<file path="src/rtl/stream_cat_sync.sv">
`default_nettype none
// ============================================================================
// Module   : stream_cat_sync
// Purpose  : Collects one beat per AXI-Stream byte lane, holds it, and emits
//            the concatenated word on one AXI-Stream master with backpressure,
//            lane masking and a partial-word stall timeout.
// Revision : 1.0 - initial release
// ============================================================================
module stream_cat_sync #(
   parameter int N_LANES   = 13,
   parameter int DATA_W    = 8,
   parameter int TIMEOUT_W = 16
) (
   input  logic                        aclk,
   input  logic                        aresetn,
   input  logic [N_LANES-1:0]          lane_enable,
   input  logic [TIMEOUT_W-1:0]        timeout_cycles,
   input  logic [N_LANES*DATA_W-1:0]   s_axis_tdata,
   input  logic [N_LANES-1:0]          s_axis_tvalid,
   output logic [N_LANES-1:0]          s_axis_tready,
   output logic [N_LANES*DATA_W-1:0]   m_axis_tdata,
   output logic                        m_axis_tvalid,
   input  logic                        m_axis_tready,
   output logic                        timeout_pulse,
   output logic [N_LANES-1:0]          stalled_lanes,
   output logic [31:0]                 word_count
);

   typedef enum logic [1:0] {
      ST_IDLE     = 2'd0,
      ST_PARTIAL  = 2'd1,
      ST_COMPLETE = 2'd2
   } state_t;

   localparam logic [TIMEOUT_W-1:0] c_to_one = 1;

   state_t                      r_state;
   state_t                      w_state_nxt;
   logic [N_LANES-1:0]          r_act;
   logic [N_LANES-1:0]          w_act_nxt;
   logic [N_LANES-1:0]          r_full;
   logic [N_LANES-1:0]          w_full_nxt;
   logic [N_LANES-1:0]          w_rdy;
   logic [N_LANES-1:0]          w_cap;
   logic [N_LANES*DATA_W-1:0]   r_hold;
   logic [N_LANES*DATA_W-1:0]   w_hold_masked;
   logic [N_LANES*DATA_W-1:0]   r_m_tdata;
   logic                        r_m_tvalid;
   logic [TIMEOUT_W-1:0]        r_tcnt;
   logic                        r_timeout_pulse;
   logic [N_LANES-1:0]          r_stalled;
   logic [31:0]                 r_word_count;
   logic                        w_all_full;
   logic                        w_fire;
   logic                        w_out_hs;
   logic                        w_flush;

   // An all-zero mask never counts as a complete word
   assign w_all_full = (&(r_full | ~r_act)) & (|r_act);
   assign w_fire     = w_all_full & (~r_m_tvalid | m_axis_tready);
   assign w_out_hs   = r_m_tvalid & m_axis_tready;
   assign w_flush    = (r_state == ST_PARTIAL) && (timeout_cycles != '0) &&
                       (r_tcnt == timeout_cycles - c_to_one);

   // The mask only follows lane_enable while no word is being collected
   assign w_act_nxt  = (r_state == ST_IDLE) ? lane_enable : r_act;

   // Flush drops everything; otherwise a lane stays full if it refills as the word fires
   assign w_full_nxt = w_flush ? '0
                     : ((w_cap | (r_full & ~{N_LANES{w_fire}})) & w_act_nxt);

   // Per-lane ready and capture; inactive lanes always drain
   always_comb begin
      w_rdy = '1;
      w_cap = '0;
      for (int i = 0; i < N_LANES; i++) begin
         if (r_act[i])
            w_rdy[i] = ~w_flush & (~r_full[i] | w_fire);
         w_cap[i] = r_act[i] & s_axis_tvalid[i] & w_rdy[i];
      end
   end

   assign s_axis_tready = aresetn ? w_rdy : '0;

   // Held data with inactive lanes zeroed for the output word
   always_comb begin
      w_hold_masked = '0;
      for (int i = 0; i < N_LANES; i++)
         if (r_act[i])
            w_hold_masked[i*DATA_W +: DATA_W] = r_hold[i*DATA_W +: DATA_W];
   end

   // Next state follows from which active lanes will be holding data
   always_comb begin
      w_state_nxt = ST_IDLE;
      if (|w_full_nxt)
         w_state_nxt = (&(w_full_nxt | ~w_act_nxt)) ? ST_COMPLETE : ST_PARTIAL;
   end

   // State, lane mask and holding registers
   always_ff @(posedge aclk or negedge aresetn) begin
      if (!aresetn) begin
         r_state <= ST_IDLE;
         r_act   <= '1;
         r_full  <= '0;
         r_hold  <= '0;
      end else begin
         r_state <= w_state_nxt;
         r_act   <= w_act_nxt;
         r_full  <= w_full_nxt;
         for (int i = 0; i < N_LANES; i++)
            if (w_cap[i])
               r_hold[i*DATA_W +: DATA_W] <= s_axis_tdata[i*DATA_W +: DATA_W];
      end
   end

   // Output register and accepted-word counter
   always_ff @(posedge aclk or negedge aresetn) begin
      if (!aresetn) begin
         r_m_tvalid   <= 1'b0;
         r_m_tdata    <= '0;
         r_word_count <= '0;
      end else begin
         if (w_fire) begin
            r_m_tvalid <= 1'b1;
            r_m_tdata  <= w_hold_masked;
         end else if (w_out_hs) begin
            r_m_tvalid <= 1'b0;
         end
         if (w_out_hs)
            r_word_count <= r_word_count + 32'd1;
      end
   end

   // Partial-word stall timer, flush pulse and sticky stalled-lane record
   always_ff @(posedge aclk or negedge aresetn) begin
      if (!aresetn) begin
         r_tcnt          <= '0;
         r_timeout_pulse <= 1'b0;
         r_stalled       <= '0;
      end else begin
         r_timeout_pulse <= w_flush;
         if (w_flush)
            r_stalled <= r_act & ~r_full;
         if ((r_state == ST_PARTIAL) && (w_state_nxt == ST_PARTIAL))
            r_tcnt <= r_tcnt + c_to_one;
         else
            r_tcnt <= '0;
      end
   end

   assign m_axis_tdata  = r_m_tdata;
   assign m_axis_tvalid = r_m_tvalid;
   assign timeout_pulse = r_timeout_pulse;
   assign stalled_lanes = r_stalled;
   assign word_count    = r_word_count;

endmodule
`default_nettype wire

</file>
<file path="config.mk">
export PLATFORM = sky130hd
export DESIGN_NAME = stream_cat_sync
export DESIGN_NICKNAME = d
export VERILOG_FILES = /design/src/rtl/stream_cat_sync.sv
export SDC_FILE = /design/constraint.sdc
export NUM_CORES = 1
export LEC_CHECK = 0
export ABC_AREA = 1
export CAP_MARGIN = 40
export CORE_ASPECT_RATIO = 0.7
export CORE_UTILIZATION = 45
export DETAILED_ROUTE_END_ITERATION = 16
export PLACE_DENSITY = 0.73
export SLEW_MARGIN = 20
export SYNTH_ARGS = -nofsm -noshare
export SYNTH_HDL_FRONTEND = slang
export SYNTH_SLANG_ARGS = --single-unit
</file>
<file path="constraint.sdc">
create_clock -name aclk -period 5.39 [get_ports aclk]
set_input_delay 1.617 -clock aclk [delete_from_list [all_inputs] [get_ports aclk]]
set_output_delay 1.617 -clock aclk [all_outputs]
set_load 0.1 [all_outputs]
</file>
After elaboration in Yosys (flattened, before gate mapping). Cells that the tools add are included.

Flip-flop bits (word level): 299. Bits in latches: 0. Memory bits (writable): 0. Memory bits (read-only): 0. Output and inout port bits: 164. Word-level logic and storage cells: 153. Memories kept: 0.

Add/sub/neg operators: 3. $mul: 0. Divide/modulo/power cells: 0. Magnitude comparators: 0. Equal/unequal tests: 3. Shift-type cells: 0. Muxes and demuxes: 34. Bitwise gates (word level): 81. Reduce and logical (&&, ||, !) cells: 10.

Operators by type and width (count): 2-to-1 mux 8 bit (13); NOT 13 bit (4); bitwise AND 1 bit (42); bitwise AND 13 bit (3); 2-to-1 mux 13 bit (3); OR 13 bit (3); adder 32 x 1 -> 32 bit (second input constant) (1); AND reduction 13 bit (2); OR reduction 13 bit (2); adder 16 x 1 -> 16 bit (second input constant) (1); == test 16 bit (1); 2-to-1 mux 16 bit (1); nonzero test 16 bit (1); subtractor 16 x 1 -> 16 bit (second input constant) (1); 2-to-1 mux 1 bit (15); NOT 1 bit (15); OR 1 bit (14); == test 2 x 1 -> 1 bit (second input constant) (2); 2-to-1 mux 2 bit (2); logical AND 1 bit (3); zero test 2 bit (1); nonzero test 2 bit (1).

Depth between registers and ports, before layout. Gate-level depths: netlist of the first run.

Word-level depth: 19. Depth in mapped cells: 24. Mapped depth without buffers: 22.

Worst setup path before layout of the first run. OpenSTA, ideal clock, no wires.

Kind: input to output. Start point: input port timeout_cycles[0]. End point: output port s_axis_tready[10]. Arrival: 4574 ps. Setup slack: -801 ps. Stages on the path: 17. Path buffers: 3. Cells stage by stage: inv_1 -> ha_1 -> nand2_4 -> nor2_4 -> nand2_1 -> nand2_1 -> nand2_1 -> nand2_1 -> inv_1 -> nand2_2 -> nor2_4 -> nand2_4 -> buf_4 -> buf_4 -> buf_2 -> nand2_1 -> a21oi_1.

Cells in the longest elaborated chain, start to end: 7. Elaborated cells on any way between the ends: 9.

Ends and longest elaborated chain: start: declaration (RTL line 17) `input logic [TIMEOUT_W-1:0] timeout_cycles,`; subtractor 16 x 1 -> 16 bit / nonzero test 16 bit (equally long branches) (RTL line 63, 62); == test 16 bit / logical AND 1 bit (equally long branches) (RTL line 63, 62); logical AND 1 bit (*) (RTL line 62) `assign w_flush = (r_state == ST_PARTIAL) && (timeout_cycles != '0) &&`; NOT 1 bit (*) (RTL line 78) `w_rdy[i] = ~w_flush & (~r_full[i] | w_fire);`; bitwise AND 1 bit (*) (RTL line 78); 2-to-1 mux 1 bit (*) (RTL line 77) `if (r_act[i])`; 2-to-1 mux 13 bit (*) (RTL line 83) `assign s_axis_tready = aresetn ? w_rdy : '0;`; end: declaration (RTL line 20) `output logic [N_LANES-1:0] s_axis_tready,`.

Every way passes the cells marked *; elsewhere a longest branch is shown, timed or not.

Final worst setup path of the first run.
Start point: input port timeout_cycles[6]. End point: output port s_axis_tready[0].

The elaborated chain is that of the path after synthesis.

==> flow_summary.yaml, run 1 <==
outcome:
  outcome: "finished clean"
grt:
  grt_max_degree: 166
  grt_usage_pct: 28.2
  grt_pass1_vias: 12000
  grt_antenna_before_repair: 5
  grt_pass1_wl_um: 66500
  grt_overflow_total: 0
sta:
  hold_viol_final: 0
  setup_viol: 0
  fin_crit_ns: 5.26
  worst_slack_ns: 0.128
  fmax_ghz: 0.190
  tightest_slew_ns: 0.901
  skew_ns: 0.0329
  timing.final.crit_share_pct: 97.6
  final_max_slew_viol_count: 0
  worst_hold_slack_ns: 0.484
  slew_headroom_pct: 39.9
  tns_ns: 0
drt:
  drt_iter0_drc: 713
  drtPass1Iterations: 5
  vias_per_cell: 5.10
  drc: 0
  drt-total-wl_um: 42300
  wl_per_cell_um: 18.8
  ant_nets: 0
  vias: 11500
placed_design:
  post-place-cells: 2188
  hpwl_um: 30100
  io_buffers: 312
  dpl_worst_slack_ns: -0.0650
  place.gp.congestion: 0.895
final_layout:
  syn2layout_area_growth_pct: 61.1
  drive_gt1_share_pct: 24.7
  fillers: 1817
  nNetsFinal: 2003
  finalCoreUtilization_pct: 73.8
  stdcell_count: 2255
logic_synthesis:
  synthFlopType: "dfrtp_1"
  synth_edf_count: 0
  netlist_area_sq_um: 13300
  yosysWarnings: 0
  synth_common_cells: "431 x nand2_1, 286 x dfrtp_1, 133 x o21ai_0"
  yosysTopAreaCell: "dfrtp_1"
  yosys.cell_count.top_type: "nand2_1"
  ys_types: 40
  syn_area_per_cell_sq_um: 9.66
  synth_fp_nets: 1527
  synthTopCellsByArea: "dfrtp_1 54%, nand2_1 12%, mux2_2 8.8%, o21ai_0 5.0%, inv_1 3.0%"
  synth_seq_cells: 299
  synth.top_cell.area_share_pct: 53.9
  syn_inst: 1374
  ys_async_sr_fraction_pct: 100
  ys_seq_area_share_pct: 56.5
floorplanning:
  die-area_sq_um: 30200
  coreArea_sq_um: 29000
  die_h_um: 146
  initial_core_util_pct: 45.8
  dieWidth_um: 207
  ios: 313
  rows: 52
setup_path:
  r2r.worst_path.cells: 16
  required_ns: 3.77
  start_kind: "primary input"
  critical_path_class: "in -> out"
  critPathMaxFanout: 5
  r2r_slack_ns: 2.16
  arrival_ns: 3.64
  r2r_end: "r_tcnt[3]"
  r2r_start: "r_act[0]"
  end_kind: "output pin"
pwr:
  powerDensity_nw_per_um2: 461
  peakVddDrop_mv: 0.381
  p_int_mw: 5.93
  seqPwrFrac_pct: 36.0
  sw_frac_of_total_pct: 39.8
  power.leakage_nw: 9.78
  switching_power_mw: 3.93
  p_clk_share_pct: 22.9
  p_comb_share_pct: 41.1
clock_network:
  root_buffer: "clkbuf_16"
  cts_tree: "yes"
  clk_latency_ns: 0.58
  path_clk_slew_ns: 0.06
  clockBufferDepth: 3
  cts_sinks: 299
  cts-buffers-inserted: 30
  h-tree-depth: 1
worst_hold_path:
  min_to: "m_axis_tdata[26]"
  hp-start: "m_axis_tdata[26]"
  hold-path-cell-count: 2
  hold_class: "reg -> reg"
flow_run:
  cap_violations: 0
[through the flow]
step	area (sq um)	total power, mW
2_1_floorplan	13400	5.92
3_5_place_dp	20100	7.57
4_1_cts	21200	9.89
5_1_grt	21400	10.3
3_3_place_gp	17100	6.85
6_report	21400	9.86
[area by class of cell]
class | instances | area (sq um) | share of cell area [%]
antenna | 3 | 7.51 | 0.0351
inverter | 109 | 409 | 1.91
clock buffer | 36 | 803 | 3.76
tap | 378 | 473 | 2.21
sequential | 299 | 7500 | 35.1
clock inverter | 20 | 263 | 1.23
multi-input combinational | 918 | 5390 | 25.2
timing repair buffer | 492 | 6530 | 30.6
[routing by layer]
| metal | up-vias | global-route usage, % | wire (um) |
|---|---|---|---|
| li1 | 5374 | - | - |
| met1 | 5569 | 35.6 | 17200 |
| met2 | 441 | 47.3 | 20400 |
| met3 | 108 | 6.80 | 2980 |
| met4 | 4 | 10.4 | 1660 |
| met5 | - | 0 | 30 |
[flip-flops by register name, summed over array words and instances (netlist names)]
signal	cells
r_tcnt	16
stalled_lanes	13
m_axis_tdata	104
r_act	13
timeout_pulse	1
m_axis_tvalid	1
r_hold	104
word_count	32
r_state	2
r_full	13
[power by group through the flow]
stage          Clock (mW)  Combinational [mW]  Sequential (mW)
3_3_place_gp            0                3.33             3.52
4_1_cts              2.28                4.07             3.54
5_1_grt              2.39                4.31             3.63
3_5_place_dp            0                4.01             3.56
6_report             2.26                4.05             3.55
2_1_floorplan           0                1.76             4.17
[placed cells by master (no fill, tap or decap), drive strengths merged]
cell type and n:
nand2 446, clkdlybuf4s50 290, dfrtp 286, buf 193, o21ai 135, inv 109, mux2 104, nor2 79
clkbuf 37, nand3 28, a21oi 27, xor2 26, xnor2 23, nand4 23, dfstp 13, clkinv 12
nor3 11, dlymetal6s2s 8, bufinv 5, nand3b 4, ha 4, diode 3, clkinvlp 3, nor4 2
or2 1, a22oi 1, o21ba 1, and3 1, nor2b 1, mux2i 1
[worst max-delay path, stage by stage]
cell and delay [ns]:
clkdlybuf4s50_1 0.50, nor2_2 0.16, nand2_2 0.08, nor2_2 0.14, nand2_1 0.07, nand2_1 0.06
nand2_1 0.04, nor2_1 0.13, nand2_2 0.08, nor2_4 0.12, nand2_4 0.11, buf_12 0.18
nand2_4 0.08, a21oi_4 0.07, buf_12 0.19
[worst max path at each step]
stage                     depth (start not counted)                end  slack [ns]               start
after floorplan                                  17  s_axis_tready[10]        0.06   timeout_cycles[0]
after global placement                           17   s_axis_tready[1]       -0.01   timeout_cycles[0]
after detailed placement                         15   s_axis_tready[0]       -0.07   timeout_cycles[1]
after CTS                                        17   s_axis_tready[1]       -0.02   timeout_cycles[0]
after global routing                             15   s_axis_tready[1]     -0.0004  timeout_cycles[11]
final                                            15   s_axis_tready[0]        0.13   timeout_cycles[6]
[timing repair]
item                       4_1_cts  5_1_grt
pin swaps                        0        7
cloned                           0        1
resized for setup               16       22
hold buffers                     0        0
buffers inserted                 1        6
setup endpoints to repair       13       13
[cell families (layout without fill, tap and decap cells)]
kind of cell               Yosys count  count (layout)  synth area share [%]
AOI/OAI and AO/OA                  164             164                  6.27
xor gates and xnor gates            49              49                  3.23
adders and majority gates            4               4                 0.377
buffers and inverters              157             657                  4.74
DFF                                299             299                  56.5
muxes                              105             105                  8.90
other                                0               3                     0
and+or+nand+nor                    596             596                  20.0
Note: power is estimated with default switching activity, not from simulation.
==> run 2: changes to the inputs <==
--- a/config.mk
+++ b/config.mk
@@ -6,11 +6,10 @@
 export NUM_CORES = 1
 export LEC_CHECK = 0
 export ABC_AREA = 1
-export CAP_MARGIN = 40
 export CORE_ASPECT_RATIO = 0.7
 export CORE_UTILIZATION = 45
 export DETAILED_ROUTE_END_ITERATION = 16
-export PLACE_DENSITY = 0.73
+export PLACE_DENSITY = 0.84
 export SLEW_MARGIN = 20
 export SYNTH_ARGS = -nofsm -noshare
 export SYNTH_HDL_FRONTEND = slang
==> flow_summary.yaml, run 2 (same netlist as run 1, synthesis figures left out) <==
drt:
  drt_iter0_drc: 746
  drt-total-wl_um: 35600
  vias_per_cell: 5.05
  ant_nets: 0
  drc: 0
  wl_per_cell_um: 17.0
  vias: 10600
  drtPass1Iterations: 5
sta:
  worst_slack_ns: 0.139
  hold_viol_final: 0
  timing.final.crit_share_pct: 97.4
  slew_headroom_pct: 27.1
  tightest_slew_ns: 1.09
  final_max_slew_viol_count: 0
  tns_ns: 0
  skew_ns: 0.0113
  setup_viol: 0
  fmax_ghz: 0.190
  fin_crit_ns: 5.25
  worst_hold_slack_ns: 0.475
final_layout:
  mostFrequentLayoutCell: "nand2_1"
  final_cell_mix: "416 x nand2_1, 291 x clkdlybuf4s50_1, 286 x dfrtp_1"
  nNetsFinal: 1847
  drive_gt1_share_pct: 17.6
  syn2layout_area_growth_pct: 37.6
clock_network:
  clk_latency_ns: 0.56
  clockBufferDepth: 3
  cts-buffers-inserted: 30
  h-tree-depth: 1
  cts_tree: "yes"
  cts_sinks: 299
  postCtsHoldBufs: 0
  root_buffer: "clkbuf_16"
  path_clk_slew_ns: 0.06
floorplanning:
  die_h_um: 146
  die-area_sq_um: 30200
  dieWidth_um: 207
  coreArea_sq_um: 29000
  initial_core_util_pct: 45.8
  rows: 52
  ios: 313
setup_path:
  arrival_ns: 3.63
  required_ns: 3.77
  cp_slowest_cell: "clkdlybuf4s50_1"
  critPathMaxFanout: 8
  end_kind: "output pin"
  critical_path_class: "in -> out"
  cp_slowest_stage_delay_ns: 0.51
  cp_cell_sequence: "clkdlybuf4s50_1 -> inv_1 -> nand2_1 -> nor2_4 -> nand2_1 -> nand2_1 -> nand2_1 -> nor2_1 -> nand2_1 -> nor2_4 -> nand2_4 -> buf_12 -> nand2_2 -> a21oi_4 -> buf_12"
  path_buf_inv: 4
  path_delay_family: "buffers and inverters"
  start_kind: "primary input"
  cpMostUsedCell: "nand2_1"
pwr:
  sw_frac_of_total_pct: 40.8
  p_clk_share_pct: 22.6
  peakVddDrop_mv: 0.335
  p_comb_share_pct: 38.1
  switching_power_mw: 3.65
  seqPwrFrac_pct: 39.3
  power.leakage_nw: 8.37
  powerDensity_nw_per_um2: 490
  p_int_mw: 5.30
placed_design:
  place.gp.congestion: 0.884
  dpl_worst_slack_ns: -0.0341
  hpwl_um: 25900
  io_buffers: 312
grt:
  grt_max_degree: 174
  grt_overflow_total: 0
  grt_pass1_vias: 10500
  grt_usage_pct: 23.6
  grt_antenna_before_repair: 5
  grt_pass1_wl_um: 56500
outcome:
  outcome: "finished clean"
flow_run:
  cap_violations: 0
worst_hold_path:
  hold_class: "reg -> reg"
run 2: cell types whose count changed in the layout (fill, tap and decap cells not counted), moves of 3 or more:
cell       before  now
clkbuf_8        3    7
nand2_2        20   24
clkbuf_1        3    6
buf_8          97    1
buf_16         55    0
nor2_4         14   17
nand2_4         9    6
bufinv_16       5    0
buf_4          23   20
nor2_2         17   13
run 2: worst paths after layout:
check,slack (ns),startpoint,depth (start not counted),endpoint
max,0.14,timeout_cycles[4],15,s_axis_tready[0]
min,0.47,word_count[31],1,word_count[31]
max reg2reg,2.24,r_act[8],17,r_tcnt[3]
min reg2reg,0.47,word_count[31],1,word_count[31]
max in group asynchronous,1.95,aresetn,4,r_hold[69]
min in group asynchronous,1.19,aresetn,2,m_axis_tdata[6]
run 2: power groups by stage:
| stage | Combinational, mW | Sequential, mW | Clock, mW |
|---|---|---|---|
| after floorplan | 1.76 | 4.17 | 0 |
| after global placement | 3.33 | 3.51 | 0 |
| after detailed placement | 3.41 | 3.55 | 0 |
| after global routing | 3.69 | 3.61 | 2.16 |
| after CTS | 3.43 | 3.51 | 2.07 |
| final | 3.41 | 3.52 | 2.02 |
run 2: layer usage:
metal | global-route usage, % | routed length [um] | share of wire (%) | up-vias
li1 | - | - | - | 5059
met1 | 31.7 | 15700 | 44 | 5172
met3 | 6.75 | 2610 | 7.3 | 39
met4 | 4.44 | 604 | 1.7 | 4
met2 | 38.4 | 16600 | 47 | 321
met5 | 0 | 27 | 0.076 | -
run 2: per-stage QoR:
step                power (mW)  instances  cell area, sq um  util (%)
CTS                       9.01       2091             18100      62.5
detailed placement        6.96       2036             17100      59.2
floorplan                 5.92       1374             13400         -
global route              9.45       2095             18300      63.0
global placement          6.84       2036             17100      59.2
finish                    8.95       2098             18300      63.1
run 2: layout make-up:
type                       count  area, sq um
antenna                        3         7.51
clock buffer                  44          895
clock inverter                11         68.8
fill                        2298        10700
inverter                     109          409
multi-input combinational    918         5400
sequential                   299         7500
tap                          378          473
timing repair buffer         336         3510
run 2: what timing repair did:
action                     4_1_cts  5_1_grt
buffers inserted                 0        3
pin swaps                        0        8
gates cloned                     0        1
resized for setup                5       33
setup endpoints to repair       13       13
==> run 3: changes to the inputs <==
--- a/config.mk
+++ b/config.mk
@@ -9,8 +9,7 @@
 export CORE_ASPECT_RATIO = 0.7
 export CORE_UTILIZATION = 45
 export DETAILED_ROUTE_END_ITERATION = 16
-export PLACE_DENSITY = 0.84
-export SLEW_MARGIN = 20
+export PLACE_DENSITY = 0.87
 export SYNTH_ARGS = -nofsm -noshare
 export SYNTH_HDL_FRONTEND = slang
 export SYNTH_SLANG_ARGS = --single-unit
==> constraint.sdc (replaced) <==
create_clock -name aclk -period 4.2 [get_ports aclk]
set_input_delay 1.26 -clock aclk [delete_from_list [all_inputs] [get_ports aclk]]
set_output_delay 1.26 -clock aclk [all_outputs]
set_load 0.1 [all_outputs]
==> flow_summary.yaml, run 3 (same netlist as run 1, synthesis figures left out) <==
drt:
  vias: 10900
  vias_per_cell: 5.14
  drtPass1Iterations: 5
  drt-total-wl_um: 37500
  drc: 0
  ant_nets: 0
  wl_per_cell_um: 17.6
  drt_iter0_drc: 774
sta:
  rsz0062_at_grt: "yes"
  worst_slack_ns: -0.0985
  setup_viol: 7
  hold_viol_final: 0
  timing.final.crit_share_pct: 102
  slew_headroom_pct: 30.4
  skew_ns: 0.0151
  fmax_ghz: 0.233
  final_max_slew_viol_count: 0
  tightest_slew_ns: 1.04
  fin_crit_ns: 4.30
final_layout:
  fin_area_sq_um: 18700
  finalCoreUtilization_pct: 64.6
  multi_input_area_sq_um: 5570
  seqCellArea_sq_um: 7500
  final_cell_mix: "406 x nand2_1, 286 x dfrtp_1, 282 x clkdlybuf4s50_1"
  nNetsFinal: 1880
  mostFrequentLayoutCell: "nand2_1"
  drive_gt1_share_pct: 21.0
  syn2layout_area_growth_pct: 40.9
  fillers: 2226
clock_network:
  clockBufferDepth: 3
  cts_sinks: 299
  root_buffer: "clkbuf_16"
  postCtsHoldBufs: 0
  path_clk_slew_ns: 0.06
  cts_tree: "yes"
  clk_latency_ns: 0.56
  h-tree-depth: 1
  cts-buffers-inserted: 30
floorplanning:
  die-area_sq_um: 30200
  die_h_um: 146
  coreArea_sq_um: 29000
  rows: 52
  initial_core_util_pct: 45.8
  ios: 313
  dieWidth_um: 207
pwr:
  p_clk_share_pct: 22.7
  seqPwrFrac_pct: 38.6
  switching_power_mw: 4.80
  peakVddDrop_mv: 0.362
  sw_frac_of_total_pct: 40.7
  p_comb_share_pct: 38.7
  power.leakage_nw: 8.52
  powerDensity_nw_per_um2: 631
  p_int_mw: 7.00
placed_design:
  detailed_place.area_sq_um: 17500
  place.gp.congestion: 0.864
  dpl_worst_slack_ns: -0.534
  io_buffers: 312
  hpwl_um: 27000
setup_path:
  critical_path_class: "in -> out"
  arrival_ns: 3.04
  critPathMaxFanout: 4
  required_ns: 2.94
  crit_start: "timeout_cycles[0]"
  start_kind: "primary input"
  end_kind: "output pin"
  r2r_start: "r_tcnt[3]"
grt:
  grt_pass1_vias: 11100
  grt_usage_pct: 25.0
  grt_pass1_wl_um: 59800
  grt_overflow_total: 0
  grt_max_degree: 159
  grt_antenna_before_repair: 7
outcome:
  outcome: "finished with violations"
  violations: "negative setup slack"
flow_run:
  cap_violations: 0
worst_hold_path:
  hp-start: "word_count[31]"
  hold_class: "reg -> reg"
-- run 3: critical path: stages --
cell,delay [ns]
buf_8,0.10
clkinvlp_4,0.08
ha_4,0.18
inv_2,0.05
nand2_2,0.06
nand2_1,0.06
nand2_1,0.06
nand2_1,0.05
nor2_1,0.09
nand2_1,0.07
nor2_2,0.12
nand2_2,0.07
nor2_4,0.09
nand2_4,0.08
buf_12,0.14
buf_16,0.14
nand2_4,0.06
a21oi_4,0.06
buf_12,0.20
-- run 3: per-layer routing --
metal	vias to the layer above	share of wire, %	GRT usage, %
met5	-	0.14	0
met4	8	2.9	7.43
met1	5345	42	33.3
li1	5121	-	-
met2	387	47	40.4
met3	81	7.7	6.62
-- run 3: cell type report --
class | instances | share of cell area [%]
Sequential cell | 299 | 40.1
Multi-Input combinational cell | 918 | 29.8
Timing Repair Buffer | 369 | 20.1
Clock buffer | 41 | 4.40
Tap cell | 378 | 2.53
Inverter | 109 | 2.23
Clock inverter | 13 | 0.830
Antenna cell | 2 | 0.0268
-- run 3: timing repair --
item | CTS | global route
pin swaps | 37 | 29
resized for setup | 76 | 42
cloned | 1 | 0
setup endpoints to repair | 13 | 13
buffers inserted | 13 | 1
-- run 3: path summary, 6_finish.rpt --
path	to	slack, ns	cells after the start
hold / removal	word_count[31]	0.47	1
setup / recovery	s_axis_tready[0]	-0.1	19
hold reg to reg	word_count[31]	0.47	1
setup reg to reg	r_tcnt[14]	1.19	21
min in group asynchronous	word_count[19]	0.52	1
max in group asynchronous	r_state[0]	1.85	3
-- run 3: power groups by stage --
stage          clock (mW)  sequential (mW)  combinational, mW
5_1_grt              2.87             4.66               4.92
3_5_place_dp            0             4.56               4.54
4_1_cts              2.75             4.53               4.58
6_report             2.68             4.55               4.57
3_3_place_gp            0             4.51               4.43
2_1_floorplan           0             5.35               2.31
-- run 3: per-stage QoR --
stage | power, mW | hold slack [ns] | cells | TNS [ns]
5_1_grt | 12.4 | 0.500 | 2127 | -1.35
4_1_cts | 11.9 | 0.478 | 2128 | -1.46
6_report | 11.8 | 0.474 | 2129 | -0.235
3_5_place_dp | 9.11 | 0.465 | 2061 | -9.98
3_3_place_gp | 8.93 | 0.462 | 2061 | -8.40
2_1_floorplan | 7.65 | 0.471 | 1374 | -2.42
